==> src/rtl/vibration_conditioner.sv <==
// Vibration sensor front end: synchroniser, debounce/qualify FSM with refractory holdoff,
// saturating hit counter and per-window hit intensity.
module vibration_conditioner #(
   parameter int unsigned DEBOUNCE_CYCLES = 50000,
   parameter int unsigned HOLDOFF_CYCLES  = 2500000,
   parameter int unsigned WINDOW_CYCLES   = 50000000,
   parameter bit          ACTIVE_HIGH     = 1'b1
) (
   input  logic        clk,
   input  logic        rst,
   input  logic        vib_in,
   input  logic        clr_count,
   output logic        hit_pulse,
   output logic [15:0] hit_count,
   output logic [3:0]  intensity,
   output logic        window_tick,
   output logic        busy
);

   localparam int unsigned QW = (DEBOUNCE_CYCLES > 1) ? $clog2(DEBOUNCE_CYCLES) : 1;
   localparam int unsigned HW = (HOLDOFF_CYCLES > 1) ? $clog2(HOLDOFF_CYCLES) : 1;
   localparam int unsigned WW = $clog2(WINDOW_CYCLES);
   localparam logic INACTIVE = ACTIVE_HIGH ? 1'b0 : 1'b1;

   typedef enum logic [1:0] {IDLE, QUALIFY, HOLDOFF, REARM} state_t;

   logic          sync1, sync2, vib_s;
   state_t        state, state_next;
   logic [QW-1:0] qcnt, qcnt_next;
   logic [HW-1:0] hcnt, hcnt_next;
   logic          accept;
   logic [15:0]   count_next;
   logic [WW-1:0] wcnt;
   logic [3:0]    wacc;

   // Synchroniser idles at the inactive level so reset never looks like a press.
   always_ff @(posedge clk or posedge rst) begin
      if (rst) begin
         sync1 <= INACTIVE;
         sync2 <= INACTIVE;
      end else begin
         sync1 <= vib_in;
         sync2 <= sync1;
      end
   end

   assign vib_s = ACTIVE_HIGH ? sync2 : ~sync2;

   always_comb begin
      state_next = state;
      qcnt_next  = qcnt;
      hcnt_next  = hcnt;
      accept     = 1'b0;
      case (state)
         IDLE: begin
            if (vib_s) begin
               state_next = QUALIFY;
               qcnt_next  = '0;
            end
         end
         QUALIFY: begin
            if (!vib_s) begin
               state_next = IDLE;
            end else if (qcnt == QW'(DEBOUNCE_CYCLES - 1)) begin
               accept     = 1'b1;
               state_next = HOLDOFF;
               hcnt_next  = '0;
            end else begin
               qcnt_next = qcnt + 1'b1;
            end
         end
         HOLDOFF: begin
            if (hcnt == HW'(HOLDOFF_CYCLES - 1)) state_next = REARM;
            else hcnt_next = hcnt + 1'b1;
         end
         REARM: begin
            if (!vib_s) state_next = IDLE;
         end
         default: state_next = IDLE;
      endcase
   end

   always_ff @(posedge clk or posedge rst) begin
      if (rst) begin
         state     <= IDLE;
         qcnt      <= '0;
         hcnt      <= '0;
         hit_pulse <= 1'b0;
         busy      <= 1'b0;
      end else begin
         state     <= state_next;
         qcnt      <= qcnt_next;
         hcnt      <= hcnt_next;
         hit_pulse <= accept;
         busy      <= (state_next != IDLE);
      end
   end

   // A clear coinciding with a hit leaves the new hit counted.
   always_comb begin
      count_next = hit_count;
      if (clr_count) count_next = {15'd0, accept};
      else if (accept && hit_count != 16'hFFFF) count_next = hit_count + 16'd1;
   end

   always_ff @(posedge clk or posedge rst) begin
      if (rst) hit_count <= '0;
      else     hit_count <= count_next;
   end

   // A hit on the wrap edge belongs to the window that is just starting.
   always_ff @(posedge clk or posedge rst) begin
      if (rst) begin
         wcnt        <= '0;
         wacc        <= '0;
         intensity   <= '0;
         window_tick <= 1'b0;
      end else begin
         window_tick <= 1'b0;
         if (wcnt == WW'(WINDOW_CYCLES - 1)) begin
            wcnt        <= '0;
            intensity   <= wacc;
            window_tick <= 1'b1;
            wacc        <= {3'd0, accept};
         end else begin
            wcnt <= wcnt + 1'b1;
            if (accept && wacc != 4'hF) wacc <= wacc + 4'd1;
         end
      end
   end

endmodule

==> config.mk <==
export PLATFORM = sky130hd
export DESIGN_NAME = vibration_conditioner
export DESIGN_NICKNAME = d
export VERILOG_FILES = /design/src/rtl/vibration_conditioner.sv
export SDC_FILE = /design/constraint.sdc
export NUM_CORES = 1
export LEC_CHECK = 0
export ABC_CLOCK_PERIOD_IN_PS = 3650
export BUFFER_PORTS_ARGS = -buffer_cell sky130_fd_sc_hd__buf_2
export CORE_MARGIN = 1
export CORE_UTILIZATION = 59
export CTS_CLUSTER_SIZE = 16
export DETAILED_ROUTE_END_ITERATION = 10
export GPL_TIMING_DRIVEN = 0
export PLACE_DENSITY = 0.82
export SLEW_MARGIN = 20
export SYNTH_ARGS = -nofsm -noshare
export SYNTH_HDL_FRONTEND = slang
export SYNTH_SLANG_ARGS = --single-unit
==> constraint.sdc <==
create_clock -name clk -period 3.65 [get_ports clk]
set_clock_uncertainty 0.15 [all_clocks]
set_input_delay 0.73 -clock clk [delete_from_list [all_inputs] [get_ports clk]]
set_output_delay 0.73 -clock clk [all_outputs]
set_load 0.02 [all_outputs]
==> results of run 1 <==
[power by group]
group          total, mW  switching [mW]  internal (mW)  leakage [nW]
clock network      0.760           0.355          0.405         0.110
logic             0.0584          0.0416         0.0168          1.03
registers           1.07          0.0119           1.06          1.30
total               1.89           0.408           1.48          2.44
[per-layer routing]
layer	wire length, um	part of all wire [%]
met1	4580	46
met2	4860	49
met3	334	3.4
met4	111	1.1
met5	0	0
[worst min path at each step]
stage	endpoint	slack (ns)	cells after the start
4_1_cts	sync2	0.17	2
3_3_place_gp	sync2	0.18	0
2_1_floorplan	sync2	0.18	0
5_1_grt	qcnt[3]	0.18	2
6_report	sync2	0.17	2
3_5_place_dp	sync2	0.21	0
[logic make-up (layout without fill, tap and decap cells)]
| family | after synthesis | in the layout | share of synthesized area, % |
|---|---|---|---|
| fa+ha+maj | 5 | 5 | 1.31 |
| buf+inv | 21 | 63 | 1.92 |
| simple gates | 252 | 252 | 28.8 |
| xor+xnor | 52 | 52 | 9.56 |
| compound gates | 48 | 48 | 6.33 |
| mux | 10 | 10 | 2.23 |
| flops | 95 | 95 | 49.9 |
[synthesized netlist by cell type, types with 2 or more instances]
cell type and count:
a21o_1 2, a21oi_1 16, a31oi_1 2, and2_1 3, and3_1 14, and3b_1 2
and4_1 14, buf_2 4, buf_4 2, clkbuf_1 5, dfrtp_1 95, ha_1 5
inv_1 9, mux2_2 5, mux2i_1 5, nand2_1 35, nand2b_1 5, nand3_1 39
nand3b_1 4, nand4_1 24, nor2_1 60, nor2b_1 3, nor3_1 12, nor3b_1 2
nor4_1 10, o211ai_1 8, o21ai_0 9, o31ai_1 6, or2_2 2, or3_1 7
or4_1 6, xnor2_1 21, xor2_1 31
[stage by stage]
step / instances / TNS [ns] / utilization (%)
floorplan: 483 / 0 / -
global placement: 610 / -67.52 / 64.6
finish: 627 / 0 / 67.9
global route: 627 / 0 / 67.9
detailed placement: 611 / 0 / 65.0
CTS: 627 / 0 / 67.9
[critical path, stage by stage (launching register included)]
cell     delay, ns
dfrtp_1       0.45
ha_1          0.31
nand4_1       0.20
nor2_2        0.36
nand2_4       0.16
inv_1         0.19
buf_1         0.43
nor2_1        0.10
[layout by cell type (no fill, tap or decap), types with 12 or more instances in the layout]
cell / count
dfrtp_1: 95
nor2_1: 60
nand3_1: 39
nand2_1: 35
xor2_1: 31
buf_2: 29
nand4_1: 24
xnor2_1: 21
a21oi_1: 16
and4_1: 14
and3_1: 14
nor3_1: 12
[area by class of cell]
| class | instances | area [sq um] |
|---|---|---|
| Tap cell | 102 | 128 |
| Buffer | 12 | 57.6 |
| Fill cell | 614 | 2490 |
| Inverter | 9 | 38.8 |
| Timing Repair Buffer | 26 | 153 |
| Multi-Input combinational cell | 367 | 2300 |
| Sequential cell | 95 | 2380 |
| Clock buffer | 11 | 141 |
| Clock inverter | 5 | 81.3 |
[state kept, by name, indices dropped and copies added, names as in the netlist]
register / cells
wcnt: 26
sync2: 1
hcnt: 22
sync1: 1
busy: 1
state: 2
hit_count: 16
window_tick: 1
wacc: 4
qcnt: 16
intensity: 4
hit_pulse: 1
==> impl_metrics.env, run 1 <==
export IMPL_numCtsBuffers=9
export IMPL_whs_ns=0.166
export IMPL_rr_endpoint="hcnt[13]"
export IMPL_crit_type="flip-flop to flip-flop"
export IMPL_cp_data_arrival_time_ns=2.56
export IMPL_yosys_warnings=0
export IMPL_dp_hpwl_um=6810
export IMPL_yosysSeqAreaShare_pct=49.9
export IMPL_synthTopCellsByArea="dfrtp_1 50%, xor2_1 5.7%, nor2_1 4.7%, nand3_1 4.1%, xnor2_1 3.9%"
export IMPL_worst_pin_slew_ns=0.947
export IMPL_slew_viol_final=0
export IMPL_clock_latency_ns=0.36
export IMPL_cp_end_kind="flip-flop"
export IMPL_diodes=0
export IMPL_clockBufferDepth=2
export IMPL_cts_tree="done"
export IMPL_synth_enable_flop_cells=0
export IMPL_ir_drop_mv=0.270
export IMPL_fin_nets=529
export IMPL_use_met2_pct=40.2
export IMPL_drc=0
export IMPL_wl_per_cell_um=15.8
export IMPL_cts_resized_gates=0
export IMPL_synth_area_sq_um=4760
export IMPL_syn_nets=492
export IMPL_ant_nets=0
export IMPL_place_area_sq_um=5050
export IMPL_grt_usage_pct=25.0
export IMPL_r2r_cells=7
export IMPL_leakagePower_nw=2.44
export IMPL_cts_sinks=95
export IMPL_first_global_vias=3601
export IMPL_p_per_area_nw_per_um2=359
export IMPL_drtIter0Drc=204
export IMPL_synth_top_cell_by_area="dfrtp_1"
export IMPL_fin_crit_sh_pct=68.1
export IMPL_grt_busiest_layer="met2"
export IMPL_min_delay_path_class="primary input to async pin"
export IMPL_worstPathMaxFanout=10
export IMPL_startpoint="qcnt[0]"
export IMPL_use_met1_pct=34.9
export IMPL_timing_fmax_mhz=402
export IMPL_synthFlopType="dfrtp_1"
export IMPL_die_y_um=91.9
export IMPL_antenna_found_initial=0
export IMPL_fin_crit_ns=2.48
export IMPL_cts_setup_buffers=0
export IMPL_endpoint="hcnt[13]"
export IMPL_drive_gt1_share_pct=11.6
export IMPL_synth_seq_cells=95
export IMPL_postLayoutCellArea_sq_um=5270
export IMPL_die_area_sq_um=8440
export IMPL_area_growth_syn_to_layout_pct=10.7
export IMPL_vias=3843
export IMPL_core_sq_um=7770
export IMPL_syn_avg_cell_area_sq_um=9.86
export IMPL_yosys_cell_types_count=49
export IMPL_grt_max_degree=70
export IMPL_viasPerCell=6.13
export IMPL_pre_cts_slack_ns=1.21
export IMPL_first_pass_iters=5
export IMPL_hold_viol_final=0
export IMPL_rsz0062_at_grt="false"
export IMPL_cts_root_buf="clkbuf_8"
export IMPL_finalSetupViolCount=0
export IMPL_met3_usage_pct=4.06
export IMPL_fin_ws_ns=1.17
export IMPL_max_cap_violations=0
export IMPL_hold_buffers=0
export IMPL_r2r_slack_ns=1.17
export IMPL_num_rows=32
export IMPL_start_util_pct=61.3
export IMPL_synth_top_area_share_pct=49.9
export IMPL_gp_congestion=0.867
export IMPL_die_x_um=91.9
export IMPL_ios=27
export IMPL_r2r_start="qcnt[0]"
export IMPL_outcome="completed"
export IMPL_crit_required_ns=3.73
export IMPL_clk_pin_slew_ns=0.09
export IMPL_io_buffers=25
export IMPL_grt_pass1_wl_um=16900
export IMPL_htree_levels=3
export IMPL_max_slew_margin_pct=36.3
export IMPL_routed_wl_um=9890
export IMPL_overflow=0
export IMPL_finalPower_mw=1.89
export IMPL_synthArstFlopShare_pct=100
export IMPL_crit_path_start_kind="flip-flop"
export IMPL_synthCells=483
No activity file was read; power rests on OpenSTA's default activity.
==> inputs of run 2 (changes only) <==
--- a/config.mk
+++ b/config.mk
@@ -5,14 +5,14 @@
 export SDC_FILE = /design/constraint.sdc
 export NUM_CORES = 1
 export LEC_CHECK = 0
-export ABC_CLOCK_PERIOD_IN_PS = 3650
+export ABC_CLOCK_PERIOD_IN_PS = 2210
 export BUFFER_PORTS_ARGS = -buffer_cell sky130_fd_sc_hd__buf_2
 export CORE_MARGIN = 1
-export CORE_UTILIZATION = 59
+export CORE_UTILIZATION = 55
 export CTS_CLUSTER_SIZE = 16
 export DETAILED_ROUTE_END_ITERATION = 10
 export GPL_TIMING_DRIVEN = 0
-export PLACE_DENSITY = 0.82
+export PLACE_DENSITY = 0.81
 export SLEW_MARGIN = 20
 export SYNTH_ARGS = -nofsm -noshare
 export SYNTH_HDL_FRONTEND = slang
==> constraint.sdc (replaced) <==
create_clock -name clk -period 2.21 [get_ports clk]
set_clock_uncertainty 0.15 [all_clocks]
set_input_delay 0.442 -clock clk [delete_from_list [all_inputs] [get_ports clk]]
set_output_delay 0.442 -clock clk [all_outputs]
set_load 0.02 [all_outputs]
==> run 2 against run 1 <==
Net effect:
- global-route usage shrank 0.51 points
- core utilization down 1.4 points
- critical endpoint is now hit_count[13]
- first-iteration DRC count rose by 12%
- largest power group unchanged
==> impl_metrics.env, run 2 (synthesis results as in run 1) <==
export IMPL_outcome="completed"
export IMPL_grt_max_degree=35
export IMPL_start_util_pct=57.4
export IMPL_critical_path_cell_chain="ha_4 -> nand4_1 -> nor2_4 -> nand4_1 -> or4_1 -> a21oi_1"
export IMPL_clk_pin_slew_ns=0.09
export IMPL_fin_crit_sh_pct=99.2
export IMPL_crit_required_ns=2.35
export IMPL_critPathMaxStageDelay_ns=0.46
export IMPL_r2r_cells=6
export IMPL_min_delay_path_class="primary input to async pin"
export IMPL_grt_usage_pct=24.5
export IMPL_crit_type="flip-flop to flip-flop"
export IMPL_seq_area_sq_um=2380
export IMPL_antenna_found_initial=0
export IMPL_cp_num_cells=6
export IMPL_final_cells=644
export IMPL_drive_gt1_share_pct=17.1
export IMPL_clock_latency_ns=0.37
export IMPL_worst_pin_slew_ns=0.717
export IMPL_multi_input_comb_area_sq_um=2400
export IMPL_rr_endpoint="hit_count[13]"
export IMPL_tns_ns=0
export IMPL_grt_pass1_wl_um=17200
export IMPL_cts_tree="done"
export IMPL_top_register="wcnt"
export IMPL_ios=27
export IMPL_finalPower_mw=3.17
export IMPL_vias=3882
export IMPL_pre_cts_slack_ns=-0.248
export IMPL_fin_ws_ns=0.0179
export IMPL_first_pass_iters=5
export IMPL_fin_nets=543
export IMPL_htree_levels=3
export IMPL_viasPerCell=6.03
export IMPL_r2r_slack_ns=0.02
export IMPL_largest_register_ffs=26
export IMPL_finalSetupViolCount=0
export IMPL_timing_fmax_mhz=456
export IMPL_area_growth_syn_to_layout_pct=15.8
export IMPL_drc=0
export IMPL_leakagePower_nw=2.55
export IMPL_n_fill_cell=601
export IMPL_dp_hpwl_um=6780
export IMPL_ir_drop_mv=0.384
export IMPL_crit_path_start_kind="flip-flop"
export IMPL_p_per_area_nw_per_um2=574
export IMPL_slowest_stage="dfrtp_1"
export IMPL_slew_viol_final=0
export IMPL_core_sq_um=8300
export IMPL_wl_per_cell_um=16.2
export IMPL_routed_wl_um=10500
export IMPL_ant_nets=0
export IMPL_crit_family="simple AND/OR/NAND/NOR gates"
export IMPL_cp_data_arrival_time_ns=2.34
export IMPL_die_y_um=95.1
export IMPL_max_cap_violations=0
export IMPL_dp_cells=615
export IMPL_clockBufferDepth=2
export IMPL_cts_root_buf="clkbuf_8"
export IMPL_hold_viol_final=0
export IMPL_overflow=0
export IMPL_final_common_cell="dfrtp_1"
export IMPL_worstPathMaxFanout=7
export IMPL_r2r_start="qcnt[1]"
export IMPL_cts_sinks=95
export IMPL_first_global_vias=3587
export IMPL_cp_end_kind="flip-flop"
export IMPL_cp_num_buf_inv=0
export IMPL_die_area_sq_um=9040
export IMPL_num_rows=33
export IMPL_reg_top3="wcnt (26), hcnt (22)"
export IMPL_io_buffers=25
export IMPL_numCtsBuffers=9
export IMPL_rsz0062_at_grt="true"
export IMPL_die_x_um=95.1
export IMPL_drtIter0Drc=228
export IMPL_path_common_cell="nand4_1"
export IMPL_final_cell_mix="91 x dfrtp_1, 60 x nor2_1, 39 x nand3_1, 35 x nand2_1, 31 x xor2_1"
export IMPL_fin_crit_ns=2.19
export IMPL_gp_congestion=0.859
export IMPL_diodes=0
export IMPL_max_slew_margin_pct=51.8
==> run 2: cell types whose count changed in the layout (fill, tap and decap cells not counted), sizes merged <==
cell / before / now
buf: 33 / 45
clkbuf: 16 / 17
clkinvlp: 1 / 2
==> run 2: worst reg2reg max path, delay by kind of cell (launching register included) <==
kind / cells / cell delay (ns)
compound gates: 1 / 0.17
fa+ha+maj: 1 / 0.20
flops: 1 / 0.46
simple gates: 4 / 1.14
==> run 2: final cells by class <==
class / instances / area share [%]
plain buffers: 12 / 1.38
clock buffers: 10 / 2.31
clock inverters: 6 / 1.70
inverters: 9 / 0.680
multi-input cells: 367 / 43.6
flip-flops and latches: 95 / 43.2
well taps: 105 / 2.38
repair buffers: 40 / 4.76
==> run 2: metrics by stage <==
step | utilization [%] | area (sq um) | hold slack [ns]
2_1_floorplan | - | 4770 | 0.181
3_3_place_gp | 60.5 | 5020 | 0.183
3_5_place_dp | 61.0 | 5060 | 0.187
4_1_cts | 64.7 | 5370 | 0.0185
5_1_grt | 66.5 | 5520 | 0.0219
6_report | 66.5 | 5520 | 0.00850
==> run 2: timing repair <==
action,CTS,global route
gates resized for setup,8,25
pin swaps,3,7
setup buffers,6,7
hold buffers,0,0
endpoints found under the setup margin,42,33
==> run 2: power breakdown <==
| group | switching (mW) | internal (mW) | leakage (nW) |
|---|---|---|---|
| combinational | 0.0767 | 0.0407 | 1.15 |
| sequential | 0.0202 | 1.75 | 1.29 |
| clock | 0.631 | 0.646 | 0.107 |
| total | 0.728 | 2.44 | 2.55 |
==> run 2: layer usage <==
layer	GRT usage [%]	wire, um	vias up
li1	-	-	1846
met1	34.1	4780	1911
met3	3.51	292	23
met4	10.7	243	0
met5	0	0	-
met2	38.3	5140	102
==> run 2: worst max-delay path by stage <==
stage          slack (ns)             to    startpoint
2_1_floorplan        0.12   intensity[0]       wcnt[0]
3_3_place_gp        -0.16       wcnt[14]       wcnt[0]
3_5_place_dp        -0.25       wcnt[23]       wcnt[0]
4_1_cts             0.007  hit_count[10]  hit_count[0]
5_1_grt             -0.08  hit_count[13]       qcnt[1]
6_report             0.02  hit_count[13]       qcnt[1]
